[config.mk]
export PLATFORM = sky130hd
export DESIGN_NAME = spi_stream_deserializer
export DESIGN_NICKNAME = d
export VERILOG_FILES = /design/src/rtl/spi_deser_pkg.sv /design/src/rtl/dff_sync2.sv /design/src/rtl/spi_rx_fifo.sv /design/src/rtl/spi_stream_deserializer.sv
export SDC_FILE = /design/constraint.sdc
export NUM_CORES = 1
export LEC_CHECK = 0
export ABC_AREA = 1
export BUFFER_PORTS_ARGS = -buffer_cell sky130_fd_sc_hd__clkbuf_2
export CAP_MARGIN = 10
export CORE_ASPECT_RATIO = 1.25
export CORE_MARGIN = 2
export CORE_UTILIZATION = 55
export CTS_CLUSTER_DIAMETER = 120
export DETAILED_ROUTE_END_ITERATION = 8
export PLACE_DENSITY = 0.78
export REMOVE_ABC_BUFFERS = 1
export SKIP_CTS_REPAIR_TIMING = 1
export SLEW_MARGIN = 20
export SYNTH_ARGS = -nofsm -noshare
export SYNTH_HDL_FRONTEND = slang
export SYNTH_SLANG_ARGS = --single-unit
[constraint.sdc]
create_clock -name CLK_40 -period 3.18 [get_ports CLK_40]
set_input_delay 0.954 -clock CLK_40 [delete_from_list [all_inputs] [get_ports CLK_40]]
set_output_delay 0.954 -clock CLK_40 [all_outputs]
set_load 0.03 [all_outputs]
[src/rtl/spi_deser_pkg.sv]
// Shared types, default parameters and width helper for the SPI stream deserializer.
package spi_deser_pkg;

  typedef enum logic [1:0] {
    IDLE,
    ARMED,
    STREAM
  } rx_state_t;

  localparam int unsigned DEF_WORD_W          = 24;
  localparam int unsigned DEF_FIFO_DEPTH      = 8;
  localparam int unsigned DEF_WORDS_PER_FRAME = 1200;

  // Bits needed to hold any value 0..n.
  function automatic int unsigned cnt_w(input int unsigned n);
    return (n < 2) ? 1 : $clog2(n + 1);
  endfunction

endpackage

[src/rtl/dff_sync2.sv]
// Two-flop synchroniser for a single asynchronous input bit.
module dff_sync2 (
  input  logic clk,
  input  logic rst,
  input  logic d,
  output logic q
);

  logic meta_q;
  logic sync_q;

  always_ff @(posedge clk or posedge rst) begin
    if (rst) begin
      meta_q <= 1'b0;
      sync_q <= 1'b0;
    end else begin
      meta_q <= d;
      sync_q <= meta_q;
    end
  end

  assign q = sync_q;

endmodule

[src/rtl/spi_rx_fifo.sv]
// Synchronous FIFO with first-word-fall-through output; DEPTH must be a power of 2.
module spi_rx_fifo
  import spi_deser_pkg::*;
#(
  parameter int unsigned W     = DEF_WORD_W,
  parameter int unsigned DEPTH = DEF_FIFO_DEPTH
) (
  input  logic                       clk,
  input  logic                       rst,
  input  logic                       flush,
  input  logic                       wr_en,
  input  logic [W-1:0]               wr_data,
  input  logic                       rd_en,
  output logic [W-1:0]               rd_data,
  output logic                       full,
  output logic                       empty,
  output logic [cnt_w(DEPTH)-1:0]    level
);

  localparam int unsigned PTR_W = $clog2(DEPTH);
  localparam int unsigned LVL_W = cnt_w(DEPTH);

  logic [W-1:0]     mem_q [DEPTH];
  logic [PTR_W-1:0] wr_ptr_q, wr_ptr_d;
  logic [PTR_W-1:0] rd_ptr_q, rd_ptr_d;
  logic [LVL_W-1:0] level_q, level_d;
  logic             wr_ok;
  logic             rd_ok;

  assign full  = (level_q == LVL_W'(DEPTH));
  assign empty = (level_q == '0);
  assign level = level_q;

  // A write into a full FIFO is accepted when a read frees the head slot in the same cycle.
  assign rd_ok = rd_en & ~empty;
  assign wr_ok = wr_en & (~full | rd_ok);

  always_comb begin
    wr_ptr_d = wr_ptr_q;
    rd_ptr_d = rd_ptr_q;
    level_d  = level_q;
    if (flush) begin
      wr_ptr_d = '0;
      rd_ptr_d = '0;
      level_d  = '0;
    end else begin
      if (wr_ok) wr_ptr_d = wr_ptr_q + PTR_W'(1);
      if (rd_ok) rd_ptr_d = rd_ptr_q + PTR_W'(1);
      if (wr_ok && !rd_ok)      level_d = level_q + LVL_W'(1);
      else if (!wr_ok && rd_ok) level_d = level_q - LVL_W'(1);
    end
  end

  always_ff @(posedge clk or posedge rst) begin
    if (rst) begin
      wr_ptr_q <= '0;
      rd_ptr_q <= '0;
      level_q  <= '0;
    end else begin
      wr_ptr_q <= wr_ptr_d;
      rd_ptr_q <= rd_ptr_d;
      level_q  <= level_d;
    end
  end

  always_ff @(posedge clk) begin
    if (wr_ok && !flush) mem_q[wr_ptr_q] <= wr_data;
  end

  assign rd_data = empty ? '0 : mem_q[rd_ptr_q];

endmodule

[src/rtl/spi_stream_deserializer.sv]
// SPI serial-video receiver: synchronises pins, assembles MSB-first words into a FIFO per frame.
// Optional debug taps (debug_word, debug_bit_cnt) are built when SPI_DESER_DEBUG_TAP_EN is defined.
module spi_stream_deserializer
  import spi_deser_pkg::*;
#(
  parameter int unsigned WORD_W          = DEF_WORD_W,
  parameter int unsigned FIFO_DEPTH      = DEF_FIFO_DEPTH,
  parameter int unsigned WORDS_PER_FRAME = DEF_WORDS_PER_FRAME
) (
  input  logic                           CLK_40,
  input  logic                           reset,
  input  logic                           init,
  input  logic                           vid_start,
  input  logic                           SPI_clk_CDC,
  input  logic                           MISO_CDC,
  output logic                           chip_select,
  output logic [WORD_W-1:0]              word_data,
  output logic                           word_valid,
  input  logic                           word_ready,
  output logic [cnt_w(FIFO_DEPTH)-1:0]   fifo_level,
  output logic                           overflow,
  output logic                           frame_done,
  output logic                           busy
`ifdef SPI_DESER_DEBUG_TAP_EN
  ,
  output logic [WORD_W-1:0]              debug_word,
  output logic [cnt_w(WORD_W)-1:0]       debug_bit_cnt
`endif
);

  localparam int unsigned BIT_W = cnt_w(WORD_W);
  localparam int unsigned FRM_W = cnt_w(WORDS_PER_FRAME);

  rx_state_t         state_q, state_d;
  // Only WORD_W-1 bits are held; the final bit is appended straight into the pushed word.
  logic [WORD_W-2:0] shift_q, shift_d;
  logic [BIT_W-1:0]  bit_cnt_q, bit_cnt_d;
  logic [FRM_W-1:0]  frame_cnt_q, frame_cnt_d;
  logic              overflow_q, overflow_d;
  logic              frame_done_q, frame_done_d;
  logic              spi_clk_prev_q, spi_clk_prev_d;

  logic              spi_clk_sync;
  logic              miso_sync;
  logic              rise;
  logic [WORD_W-1:0] word_full;
  logic              push;
  logic              pop;
  logic              flush;
  logic              fifo_full;
  logic              fifo_empty;

  dff_sync2 u_sync_clk (
    .clk (CLK_40),
    .rst (reset),
    .d   (SPI_clk_CDC),
    .q   (spi_clk_sync)
  );

  dff_sync2 u_sync_miso (
    .clk (CLK_40),
    .rst (reset),
    .d   (MISO_CDC),
    .q   (miso_sync)
  );

  assign spi_clk_prev_d = spi_clk_sync;
  assign rise           = spi_clk_sync & ~spi_clk_prev_q;
  assign word_full      = {shift_q, miso_sync};
  assign pop            = word_valid & word_ready;

  always_comb begin
    state_d      = state_q;
    shift_d      = shift_q;
    bit_cnt_d    = bit_cnt_q;
    frame_cnt_d  = frame_cnt_q;
    overflow_d   = overflow_q;
    frame_done_d = 1'b0;
    push         = 1'b0;
    flush        = 1'b0;
    if (init) begin
      state_d     = ARMED;
      shift_d     = '0;
      bit_cnt_d   = '0;
      frame_cnt_d = '0;
      overflow_d  = 1'b0;
      flush       = 1'b1;
    end else begin
      case (state_q)
        IDLE: ;
        ARMED: begin
          if (vid_start) state_d = STREAM;
        end
        STREAM: begin
          if (rise) begin
            shift_d = word_full[WORD_W-2:0];
            if (bit_cnt_q == BIT_W'(WORD_W - 1)) begin
              bit_cnt_d = '0;
              push      = 1'b1;
              if (fifo_full && !pop) overflow_d = 1'b1;
              if (frame_cnt_q == FRM_W'(WORDS_PER_FRAME - 1)) begin
                frame_cnt_d  = '0;
                frame_done_d = 1'b1;
                state_d      = ARMED;
              end else begin
                frame_cnt_d = frame_cnt_q + FRM_W'(1);
              end
            end else begin
              bit_cnt_d = bit_cnt_q + BIT_W'(1);
            end
          end
        end
        default: state_d = IDLE;
      endcase
    end
  end

  always_ff @(posedge CLK_40 or posedge reset) begin
    if (reset) begin
      state_q        <= IDLE;
      shift_q        <= '0;
      bit_cnt_q      <= '0;
      frame_cnt_q    <= '0;
      overflow_q     <= 1'b0;
      frame_done_q   <= 1'b0;
      spi_clk_prev_q <= 1'b0;
    end else begin
      state_q        <= state_d;
      shift_q        <= shift_d;
      bit_cnt_q      <= bit_cnt_d;
      frame_cnt_q    <= frame_cnt_d;
      overflow_q     <= overflow_d;
      frame_done_q   <= frame_done_d;
      spi_clk_prev_q <= spi_clk_prev_d;
    end
  end

  spi_rx_fifo #(
    .W     (WORD_W),
    .DEPTH (FIFO_DEPTH)
  ) u_fifo (
    .clk     (CLK_40),
    .rst     (reset),
    .flush   (flush),
    .wr_en   (push),
    .wr_data (word_full),
    .rd_en   (word_ready),
    .rd_data (word_data),
    .full    (fifo_full),
    .empty   (fifo_empty),
    .level   (fifo_level)
  );

  assign word_valid  = ~fifo_empty;
  assign chip_select = (state_q != STREAM);
  assign busy        = (state_q != IDLE);
  assign overflow    = overflow_q;
  assign frame_done  = frame_done_q;

`ifdef SPI_DESER_DEBUG_TAP_EN
  logic [WORD_W-1:0] debug_word_q, debug_word_d;

  always_comb begin
    debug_word_d = debug_word_q;
    if (push) debug_word_d = word_full;
  end

  always_ff @(posedge CLK_40 or posedge reset) begin
    if (reset) debug_word_q <= '0;
    else       debug_word_q <= debug_word_d;
  end

  assign debug_word    = debug_word_q;
  assign debug_bit_cnt = bit_cnt_q;
`endif

endmodule

==> results.sh <==
export IMPL_final_core_util=0.6372
export IMPL_worstReg2RegStart="u_fifo.level[2]"
export IMPL_reg2reg_to="u_fifo.level[3]"
export IMPL_grt_max_degree=70
export IMPL_grt_usage=0.2232
export IMPL_gp_congestion=0.8494
export IMPL_dp_cells=1161
export IMPL_core_area_um2=18710
export IMPL_vias_per_cell=5.941
export IMPL_first_global_vias=6949
export IMPL_synthToLayoutAreaGrowth_pct=14.34
export IMPL_tightest_slew_ns=0.6410
export IMPL_htreeDepth=1
export IMPL_min_period_ns=3.167
export IMPL_multi_input_area_um2=2875
export IMPL_crit_path_top_delay_cell="dfrtp_2"
export IMPL_whs_ns=0.3510
export IMPL_drt_iter0_drc=766
export IMPL_fin_nets=975
export IMPL_clock_fmax_ghz=0.3157
export IMPL_hp_class="reg -> reg"
export IMPL_grt_pass1_wl_um=35220
export IMPL_p_leak_nw=4.708
export IMPL_cts_max_path_buffers=3
export IMPL_worstPathMaxFanout=34
export IMPL_start_util=0.5572
export IMPL_finalSetupViolCount=0
export IMPL_antenna_found_initial=0
export IMPL_drcViolationCount=0
export IMPL_rows=56
export IMPL_grt_overflow=0
export IMPL_crit_type="reg -> out"
export IMPL_n_fill_cell=1362
export IMPL_wl_per_cell_um=19.08
export IMPL_finalCritPeriodShare=0.9960
export IMPL_numCtsBuffers=25
export IMPL_r2r_worst_path_cells=15
export IMPL_ys_seq_area_frac=0.6923
export IMPL_synth_distinct_cells=37
export IMPL_r2r_slack_ns=0.68
export IMPL_cts_clk_slew_worst_paths_ns=0.06
export IMPL_worst_setup_path_start_kind="flop"
export IMPL_yosysWarnings=0
export IMPL_fin_cells=1212
export IMPL_vdd_drop_max_mv=0.6241
export IMPL_root_buffer="clkbuf_16"
export IMPL_ys_ff_latch=250
export IMPL_endpoint="word_data[20]"
export IMPL_routed_wirelength_um=23130
export IMPL_slew_viol_final=0
export IMPL_first_pass_iters=5
export IMPL_power_density_nw_per_um2=770.6
export IMPL_port_buffers=39
export IMPL_power_mw=9.186
export IMPL_worst_ep_arrival_time_ns=2.21
export IMPL_status="finished clean"
export IMPL_detail_route_antenna_nets=0
export IMPL_cp_cell_sequence="inv_4, buf_12, nor2_1, o21ai_0, o21ai_0, nor2_1, buf_2"
export IMPL_rsz0062_at_grt="false"
export IMPL_cp_end_kind="output pin"
export IMPL_pin_count=40
export IMPL_dieArea_um2=20080
export IMPL_cap_violations=0
export IMPL_worstPathRequired_ns=2.23
export IMPL_clock_sinks=250
export IMPL_clock_latency_ns=0.52
export IMPL_cpPeakStageDelay_ns=0.46
export IMPL_dp_hpwl_um=12120
export IMPL_drive_gt1_frac=0.1561
export IMPL_cts_tree="built"
export IMPL_die_y_um=157.9
export IMPL_die_w_um=127.1
export IMPL_maxSlewHeadroom=0.5726
export IMPL_synth_area_um2=10420
export IMPL_tns_ns=0
export IMPL_hold_viol=0
export IMPL_fin_worst_skew_ns=0.01704
export IMPL_insertedDiodeCount=0
export IMPL_netlist_instances=916
export IMPL_vias=7200
export IMPL_startpoint="u_fifo.rd_ptr_q[0]"
export IMPL_seqCellArea_um2=7222
export IMPL_avgSynthCellArea_um2=11.38
-- per-stage QoR --
stage,setup WS (ns),cell area (um^2)
after global placement,0.4327,10940
after global routing,0.002737,11920
after CTS,-0.1970,11820
after floorplan,-1.003,10190
after detailed placement,0.3851,10940
final,0.01270,11920
-- state kept, by name, summed over array words and instances (netlist names) --
signal              cells
u_sync_miso.q           1
overflow                1
state_q                 2
u_sync_clk.q            1
u_fifo.level            4
frame_done              1
u_fifo.wr_ptr_q         3
shift_q                23
frame_cnt_q            11
bit_cnt_q               5
u_sync_miso.meta_q      1
u_sync_clk.meta_q       1
u_fifo.mem_q          192
spi_clk_prev_q          1
u_fifo.rd_ptr_q         3
-- power by group --
group	total, mW	internal (mW)	switching (mW)	leakage (nW)
Combinational	2.54	0.758	1.78	1.62
Clock	3.05	1.88	1.17	0.435
Sequential	3.60	3.52	0.0746	2.65
-- logic make-up after synthesis --
| kind of cell | count (synthesis) | synth area share |
|---|---|---|
| and+or+nand+nor | 394 | 0.1654 |
| adders and majority gates | 7 | 0.009121 |
| DFF | 250 | 0.6923 |
| buffers and inverters | 87 | 0.03648 |
| xor gates and xnor gates | 2 | 0.001681 |
| AOI/OAI and AO/OA | 176 | 0.09506 |
-- worst max-delay path: cells and delay by family, from the launching register on --
| kind | cells | cell delay, ns |
|---|---|---|
| AOI/OAI and AO/OA | 2 | 0.36 |
| buffers and inverters | 3 | 0.61 |
| DFF | 1 | 0.46 |
| and+or+nand+nor | 2 | 0.27 |
-- layer usage --
metal / share of wire / routed length, um / track usage / vias to the layer above
li1: - / - / - / 3326
met1: 0.38 / 8857 / 0.2891 / 3463
met2: 0.51 / 11790 / 0.3868 / 363
met3: 0.079 / 1829 / 0.02839 / 48
met4: 0.028 / 647 / 0.08739 / 0
met5: 0 / 0 / 0 / -
-- final cells by class --
type,instances,share of cell area
repair buffers,68,0.04335
inverters,37,0.01207
multi-input cells,579,0.2412
well taps,232,0.02435
clock inverters,12,0.01365
flip-flops and latches,250,0.6059
clock buffers,34,0.05951
-- worst min-delay path by stage --
stage	start	end	slack (ns)	cells after the start
finish	u_sync_miso.meta_q	u_sync_miso.q	0.35	0
global route	u_sync_miso.meta_q	u_sync_miso.q	0.37	0
CTS	u_sync_miso.meta_q	u_sync_miso.q	0.36	0
detailed placement	u_sync_miso.meta_q	u_sync_miso.q	0.34	0
global placement	u_sync_clk.meta_q	u_sync_clk.q	0.33	0
floorplan	u_sync_clk.meta_q	u_sync_clk.q	0.33	0
-- cell usage after synthesis (all sizes together) --
master	count	area (um^2)
dfrtp	58	1451
o32ai	24	210.2
ha	6	75.07
xor2	1	8.760
clkbuf	27	101.4
nand2	81	359.1
o41ai	1	8.760
a221oi	1	8.760
a31oi	1	6.260
edfxtp	192	5766
o31ai	2	15.01
inv	36	137.6
a21oi	9	48.80
nor3	16	80.08
nand3	60	305.3
nand4	11	68.82
buf	23	137.6
clkinv	1	3.750
nor2	225	904.6
nor4	1	6.260
xnor2	1	8.760
o21a	1	7.510
fa	1	20.02
o21ai	137	685.7
-- cells in the final DEF (no fill, tap or decap), types with 9 or more instances in the layout --
cell       count
nand4_1       11
o32ai_1       24
inv_2          9
o21ai_1       17
nand2_1       70
nor2_1       215
clkbuf_2      37
o21ai_0      120
nand3_1       59
inv_1         25
dfrtp_1       56
clkbuf_16     27
buf_4         20
edfxtp_1     192
Note: power is estimated with default switching activity, not from simulation.
